===== config.mk =====
export PLATFORM = sky130hd
export DESIGN_NAME = pc_sequencer
export DESIGN_NICKNAME = d
export VERILOG_FILES = /design/src/rtl/pc_sequencer_pkg.sv /design/src/rtl/pc_return_stack.sv /design/src/rtl/pc_sequencer.sv
export SDC_FILE = /design/constraint.sdc
export NUM_CORES = 1
export LEC_CHECK = 0
export ABC_AREA = 1
export CORE_MARGIN = 10
export CORE_UTILIZATION = 45
export DETAILED_ROUTE_END_ITERATION = 16
export HOLD_SLACK_MARGIN = 0.05
export MAX_ROUTING_LAYER = met4
export PLACE_DENSITY_LB_ADDON = 0.2
export SLEW_MARGIN = 20
export SYNTH_ARGS = -nofsm -noshare
export SYNTH_HDL_FRONTEND = slang
export SYNTH_SLANG_ARGS = --single-unit

===== constraint.sdc =====
create_clock -name clk -period 2.05 [get_ports clk]
set_clock_uncertainty 0.2 [all_clocks]
set_input_delay 0.615 -clock clk [delete_from_list [all_inputs] [get_ports clk]]
set_output_delay 0.615 -clock clk [all_outputs]
set_load 0.03 [all_outputs]

===== src/rtl/pc_sequencer_pkg.sv =====
// pc_sequencer_pkg: shared opcode patterns, state encodings and opcode match helper.
package pc_sequencer_pkg;
  typedef enum logic [1:0] {RUN = 2'd0, STALL = 2'd1, HALT = 2'd2} state_t;
  // Patterns span {op1, op2, op3}; only op1 is significant, op2/op3 are don't-care.
  localparam logic [12:0] OP_MASK = 13'h1fe0;
  localparam logic [12:0] Z_HLT   = {8'h01, 5'h00};
  localparam logic [12:0] Z_B     = {8'h10, 5'h00};
  localparam logic [12:0] Z_BCC   = {8'h11, 5'h00};
  localparam logic [12:0] Z_CALL  = {8'h12, 5'h00};
  localparam logic [12:0] Z_RET   = {8'h13, 5'h00};
  function automatic logic op_match(input logic [12:0] op, input logic [12:0] pat);
    return ((op ^ pat) & OP_MASK) == 13'h0;
  endfunction
endpackage


===== src/rtl/pc_return_stack.sv =====
// pc_return_stack: circular return-address stack; overflow overwrites the oldest entry, errors are sticky.
module pc_return_stack #(
  parameter int ADDR_W   = 32,
  parameter int RS_DEPTH = 4
) (
  input  logic              clk,
  input  logic              rst_n,
  input  logic              push,
  input  logic              pop,
  input  logic [ADDR_W-1:0] push_data,
  output logic [ADDR_W-1:0] pop_data,
  output logic              empty,
  output logic              err
);
  localparam int PW = $clog2(RS_DEPTH);
  logic [ADDR_W-1:0] mem [RS_DEPTH];
  logic [PW-1:0] ptr;
  logic [PW:0] cnt;
  logic full;
  assign full = cnt == (PW+1)'(RS_DEPTH);
  assign empty = cnt == '0;
  assign pop_data = mem[ptr - PW'(1)];
  always_ff @(posedge clk or negedge rst_n) begin
    if (!rst_n) begin
      ptr <= '0;
      cnt <= '0;
      err <= 1'b0;
    end else if (push) begin
      ptr <= ptr + PW'(1);
      cnt <= full ? cnt : cnt + (PW+1)'(1);
      err <= err | full;
    end else if (pop) begin
      ptr <= empty ? ptr : ptr - PW'(1);
      cnt <= empty ? cnt : cnt - (PW+1)'(1);
      err <= err | empty;
    end
  end
  always_ff @(posedge clk) if (push) mem[ptr] <= push_data;
endmodule


===== src/rtl/pc_sequencer.sv =====
// pc_sequencer: RUN/STALL/HALT program counter sequencer with one-cycle registered next PC.
// Define PC_RETURN_STACK_EN to enable the CALL/RET return stack (otherwise CALL acts as B, RET as pc+1).
module pc_sequencer
  import pc_sequencer_pkg::*;
#(
  parameter int              ADDR_W    = 32,
  parameter logic [ADDR_W-1:0] RESET_VEC = '0,
  parameter int              RS_DEPTH  = 4
) (
  input  logic              clk,
  input  logic              rst_n,
  input  logic [7:0]        op1,
  input  logic [1:0]        op2,
  input  logic [2:0]        op3,
  input  logic [ADDR_W-1:0] dr,
  input  logic              cond_ok,
  input  logic              stall,
  input  logic              resume,
  output logic [ADDR_W-1:0] pc,
  output logic              fetch_valid,
  output logic              halted,
  output logic              rs_err
);
  if (RS_DEPTH < 2 || RS_DEPTH > 16 || (RS_DEPTH & (RS_DEPTH - 1)) != 0)
    $error("RS_DEPTH must be a power of two in 2..16");
  state_t state, state_nx;
  logic [ADDR_W-1:0] pc_nx, pc_inc, ret_pc;
  logic [12:0] op;
  logic act, is_hlt, is_b, is_bcc, is_call, is_ret;
  assign op = {op1, op2, op3};
  assign pc_inc = pc + ADDR_W'(1);
  assign act = state != HALT && !stall;
  assign is_hlt = op_match(op, Z_HLT);
  assign is_b = op_match(op, Z_B);
  assign is_bcc = op_match(op, Z_BCC);
  assign is_call = op_match(op, Z_CALL);
  assign is_ret = op_match(op, Z_RET);
`ifdef PC_RETURN_STACK_EN
  logic [ADDR_W-1:0] rs_top;
  logic rs_empty;
  pc_return_stack #(.ADDR_W(ADDR_W), .RS_DEPTH(RS_DEPTH)) u_rs (
    .clk(clk), .rst_n(rst_n), .push(act && is_call), .pop(act && is_ret),
    .push_data(pc_inc), .pop_data(rs_top), .empty(rs_empty), .err(rs_err)
  );
  assign ret_pc = rs_empty ? pc_inc : rs_top;
`else
  assign ret_pc = pc_inc;
  assign rs_err = 1'b0;
`endif
  always_comb begin
    state_nx = state;
    pc_nx = pc;
    if (state == HALT) begin
      state_nx = resume ? RUN : HALT;
      pc_nx = resume ? pc_inc : pc;
    end else if (stall) begin
      state_nx = STALL;
    end else begin
      state_nx = is_hlt ? HALT : RUN;
      pc_nx = is_hlt ? pc :
              (is_b || is_call || (is_bcc && cond_ok)) ? dr :
              is_ret ? ret_pc : pc_inc;
    end
  end
  always_ff @(posedge clk or negedge rst_n) begin
    if (!rst_n) begin
      state <= RUN;
      pc <= RESET_VEC;
    end else begin
      state <= state_nx;
      pc <= pc_nx;
    end
  end
  assign fetch_valid = state == RUN && !stall;
  assign halted = state == HALT;
endmodule

==> out/results.ini, run 1 <==
[worst_setup_path]
worstSetupPathType=in2out
worstPathArrival_ps=1190
slowest_stage=dlygate4sd2_1
end_kind=output pin
required_ps=1230
cp_max_fo=2
cp-start-kind=input pin
path_cells=dlygate4sd2_1 -> nor3_2 -> buf_4
cp.buffers_inverters=2
cp_top_family=buffers and inverters
cpPeakStageDelay_ps=250

[logic_synthesis]
synth_warnings=0
syn_area_mm2=0.002729
ys_seq_elements=34
synthCells=450
syn_nets=501
ys_seq_area_frac=0.3118
avgSynthCellArea_um2=6.064
synthDistinctLibCells=27

[drt]
top_layer=met4
drtIter0Drc=157
firstDrtPassIters=5
wl_per_cell_um=14.42
drcViolationCount=0
vias_per_cell=5.008
wl_met3_um=434
wl_met2_mm=4.457
met1_length_mm=4.171
ant_nets=0
drt_wl_total_mm=9.188
vias=3190

[floorplan]
dieArea_mm2=0.009579
start_util=0.4609
io_pins=85
row_count=28
die_w_um=97.87
core-area_mm2=0.005921
die_y_um=97.87

[placed_design]
dpl.hpwl_mm=7.058
postPlaceCellArea_mm2=0.003816
place.gp.congestion=0.9091
io_buffers=78
preCtsSetupSlack_ps=-275.0

[clock_network]
clock_path_buffers=2
cts_tree=yes
clk_latency_ps=310
numCtsBuffers=5
path_clk_slew_ps=80
root_buffer=clkbuf_8
htree_num_levels=2
holdBufCountCts=0
clock-sinks=34

[final_layout]
synthToLayoutAreaGrowth_pct=46.86
drive_gt1_frac=0.1441
multi_input_area_mm2=0.001662
final_util=0.6769
finalInstanceArea_mm2=0.004008
insertedDiodeCount=0
nets=612
fillers=533
seq_area_um2=850.8

[power_and_ir_drop]
peakVddDrop_v=0.0006914
leakagePower_nw=2.022
cellPowerDensity_mw_per_mm2=741.1
totalPowerFinal_w=0.002970

[sta]
finalCritPeriodShare=0.9777
finalSetupViolations=0
final-max-slew-violation-count=0
fin_ws_ps=45.69
min_period_ps=2004
max_freq_ghz=0.4989
finalHoldViolCount=0

[grt]
grt_usage=0.1869
grt-ovfl-total=0
grt_pass1_wl_mm=14.83
grt_antenna_before_repair=0
grt_pass1_vias=3181
grt_start_max_net_pins=35

[min_path]
hold_class=reg2reg

[run]
cap_violations=0

[status]
status=finished clean

worst min-delay path, delay by kind of cell, from the launching register on:
family           cells  cell delay, ps
DFF                  1             400
and+or+nand+nor      2             130
power breakdown:
| group | leakage, nW | total (W) | switching, W | internal [W] |
|---|---|---|---|---|
| sequential | 0.426 | 0.000911 | 0.000100 | 0.000811 |
| combinational | 1.55 | 0.00140 | 0.000852 | 0.000547 |
| clock | 0.0504 | 0.000659 | 0.000297 | 0.000362 |
cells in the final DEF (no fill, tap or decap), types with 3 or more instances in the layout:
cell / synthesis / final
a21oi_1: 11 / 10
buf_12: 0 / 4
buf_4: 4 / 35
clkbuf_8: 0 / 5
clkdlybuf4s50_1: 0 / 37
dfrtp_1: 34 / 34
dlygate4sd2_1: 0 / 33
dlymetal6s2s_1: 0 / 6
inv_1: 36 / 35
nand2_1: 161 / 158
nand2_2: 6 / 8
nand3_1: 36 / 36
nand3b_1: 13 / 13
nor2_1: 85 / 84
nor2_2: 9 / 9
nor2_4: 2 / 3
o21ai_0: 16 / 16
o21ai_1: 8 / 8
or2_0: 5 / 5
kinds of logic after synthesis:
family                   after synthesis  share of synthesized area
AND/OR/NAND/NOR                      322                     0.5080
flip-flops                            34                     0.3118
adder cells (fa/ha/maj)                1                   0.004584
buffers and inverters                 53                    0.09674
other                                  1                   0.001374
AO/OA/AOI/OAI                         39                    0.07749
flip-flops by register name (all words and copies together), names as in the netlist:
signal	flops
pc	32
state	2
per-layer routing:
layer	global-route usage	vias to the layer above
met5	-	-
li1	-	1624
met3	0.04158	16
met4	0.06376	0
met2	0.3051	101
met1	0.2214	1449
timing repair:
| item | CTS | global route |
|---|---|---|
| endpoints found under the setup margin | 33 | 21 |
| gates cloned | 0 | 2 |
| pin swaps | 1 | 10 |
| setup buffers | 0 | 1 |
| resized for setup | 33 | 19 |
area by class of cell:
type                    instances  area share
multi-input cells             363      0.4146
repair buffers                118      0.2841
flip-flops and latches         34      0.2123
inverters                      39     0.03715
well taps                      75     0.02342
clock buffers                   5     0.01717
clock inverters                 3     0.01124
cells in the mapped netlist, drive strengths merged:
| cell type | n | share of area |
|---|---|---|
| nand2 | 167 | 0.24 |
| nor2 | 96 | 0.15 |
| inv | 38 | 0.052 |
| nand3 | 38 | 0.073 |
| dfrtp | 34 | 0.31 |
| o21ai | 25 | 0.047 |
| buf | 14 | 0.043 |
| nand3b | 13 | 0.036 |
| a21oi | 11 | 0.020 |
| or2 | 7 | 0.016 |
| o211ai | 2 | 0.0073 |
| a21boi | 1 | 0.0028 |
| clkinv | 1 | 0.0014 |
| conb | 1 | 0.0014 |
| ha | 1 | 0.0046 |
| nor3 | 1 | 0.0018 |
through the flow:
stage               hold slack (ps)  setup TNS [ps]  std cells
finish                        356.1               0        637
global route                  398.4         -0.7656        637
CTS                           358.9               0        634
detailed placement            341.1           -7407        626
global placement              316.8           -6020        626
floorplan                     119.4               0        450
final timing paths:
| kind | start | slack (ps) | to | cells past startpoint |
|---|---|---|---|---|
| hold reg to reg | pc[29] | 360 | pc[29] | 2 |
| max in group asynchronous | rst_n | 970 | pc[27] | 2 |
| setup reg to reg | pc[0] | 230 | pc[26] | 9 |
| setup / recovery | stall | 50 | fetch_valid | 3 |
| hold / removal | pc[29] | 360 | pc[29] | 2 |
| min in group asynchronous | rst_n | 490 | state[0] | 2 |
Power figures use the tool's default switching activity.
==> run 2: changes to the inputs <==
CORE_UTILIZATION = 47   (was 45)
==> run 2 against run 1 <==
  * Setup slack lost 72 ps
  * Critical path depth grew 7
  * Sequential share of layout area is essentially flat
  * The run now ends with negative setup slack left
  * Largest cell class unchanged
  * Largest power group unchanged
  * Via count grew 1.5%
==> out/results.ini, run 2 (synthesis results as in run 1) <==
[status]
violations=negative setup slack
status=finished, violations left  ; was finished clean

[sta]
finalHoldViolCount=0  ; unchanged
max_freq_ghz=0.4816  ; was 0.4989 GHz
finalCritPeriodShare=1.013  ; was 0.9777
rsz0062_at_grt=yes
fin_ws_ps=-26.24  ; was 45.69 ps
whs_ps=340.6  ; was 356.1 ps
finalSetupViolations=1  ; was 0
final-max-slew-violation-count=0  ; unchanged
min_period_ps=2076  ; was 2004 ps
tns_ps=-26.24  ; was 0 ps

[power_and_ir_drop]
leakagePower_nw=1.978  ; was 2.022 nW
cellPowerDensity_mw_per_mm2=735.9  ; was 741.1 mW/mm^2
peakVddDrop_v=0.0006227  ; was 0.0006914 V

[drt]
ant_nets=0  ; unchanged
drtIter0Drc=190  ; was 157
drt_wl_total_mm=9.247  ; was 9.188 mm
vias_per_cell=5.106  ; was 5.008
drcViolationCount=0  ; unchanged
wl_per_cell_um=14.59  ; was 14.42 um
vias=3237  ; was 3190
firstDrtPassIters=5  ; unchanged

[floorplan]
die_w_um=96.20  ; was 97.87 um
start_util=0.4896  ; was 0.4609
dieArea_mm2=0.009253  ; was 0.009579 mm^2
io_pins=85  ; unchanged
core-area_mm2=0.005574  ; was 0.005921 mm^2
row_count=27  ; was 28
die_y_um=96.20  ; was 97.87 um

[placed_design]
dpl.hpwl_mm=6.927  ; was 7.058 mm
preCtsSetupSlack_ps=-272.7  ; was -275.0 ps
io_buffers=78  ; unchanged
place.gp.congestion=0.9120  ; was 0.9091

[worst_setup_path]
end_kind=register  ; was output pin
cp_max_fo=11  ; was 2
worstPathArrival_ps=2090  ; was 1190 ps
cp-start-kind=input pin  ; unchanged
worstSetupPathType=in2reg  ; was in2out
ff2ff_path_depth=8  ; was 9
required_ps=2070  ; was 1230 ps

[clock_network]
clock_path_buffers=2  ; unchanged
clk_latency_ps=300  ; was 310 ps
numCtsBuffers=5  ; unchanged
holdBufCountCts=0  ; unchanged
cts_tree=yes  ; unchanged
htree_num_levels=2  ; unchanged
path_clk_slew_ps=80  ; about the same
root_buffer=clkbuf_8  ; unchanged
clock-sinks=34  ; unchanged

[run]
cap_violations=0  ; unchanged

[grt]
grt_pass1_vias=3052  ; was 3181
grt_start_max_net_pins=35  ; unchanged
grt-ovfl-total=0  ; unchanged
grt_pass1_wl_mm=14.30  ; was 14.83 mm
grt_usage=0.1985  ; was 0.1869
grt_antenna_before_repair=0  ; unchanged

[min_path]
hold_depth=2  ; unchanged
hold_class=reg2reg  ; unchanged

[final_layout]
insertedDiodeCount=0  ; unchanged
synthToLayoutAreaGrowth_pct=46.68  ; was 46.86%
nets=612  ; unchanged
reg_top3=pc x32, state x2  ; unchanged
regMostFlops=pc  ; unchanged
final_cell_mix=nand2_1, nor2_1, clkdlybuf4s50_1  ; unchanged
layout_commonest_cell=nand2_1  ; unchanged
fillers=505  ; was 533
largest_reg_flops=32  ; unchanged
drive_gt1_frac=0.1423  ; was 0.1441

## run 2: report_power, final
part / total (W) / switching, W / internal (W)
clock network: 0.000619 / 0.000279 / 0.000340
logic: 0.00142 / 0.000863 / 0.000560
registers: 0.000903 / 0.0000920 / 0.000811
total: 0.00295 / 0.00123 / 0.00171
## run 2: critical path: stages
cell             delay [ps]
clkdlybuf4s50_1         410
nor2_1                  100
nand2_1                  80
nor2_4                  150
nand2_4                 100
buf_12                  160
buf_4                   150
nand3_1                 100
o21ai_1                  80
o21ai_1                 140
## run 2: final timing paths
kind                         from     end  slack [ps]
setup / recovery           op1[7]   pc[5]         -30
min in group asynchronous   rst_n  pc[19]         480
max in group asynchronous   rst_n  pc[13]         970
setup reg to reg            pc[1]  pc[10]         210
hold reg to reg            pc[31]  pc[31]         340
hold / removal             pc[31]  pc[31]         340
## run 2: through the flow
step | util | total power [W] | instances | cell area, um^2
floorplan | - | 0.001695 | 450 | 2734
global placement | 0.6826 | 0.002385 | 622 | 3805
global route | 0.7181 | 0.003133 | 634 | 4003
CTS | 0.6949 | 0.002926 | 630 | 3874
detailed placement | 0.6826 | 0.002410 | 622 | 3805
finish | 0.7181 | 0.002946 | 634 | 4003
## run 2: area by class of cell
| cell class | instances | area [um^2] | share of cell area |
|---|---|---|---|
| multi-input combinational | 363 | 1655 | 0.4136 |
| timing repair buffer | 118 | 1145 | 0.2860 |
| sequential | 34 | 850.8 | 0.2126 |
| inverter | 39 | 151.4 | 0.03782 |
| clock buffer | 8 | 110.1 | 0.02751 |
| tap | 72 | 90.09 | 0.02251 |
## run 2: per-layer routing
| layer | vias to the layer above | GRT usage | wire length, um |
|---|---|---|---|
| met5 | - | - | 0 |
| met4 | 0 | 0.05528 | 147 |
| met3 | 13 | 0.03969 | 678 |
| met2 | 136 | 0.3290 | 4450 |
| met1 | 1461 | 0.2389 | 3971 |
| li1 | 1627 | - | - |
## run 2: repair_timing
item,4_1_cts,5_1_grt
gates cloned,0,2
setup endpoints to repair,33,19
buffers inserted,0,2
gates resized for setup,33,12
pin swaps,1,3
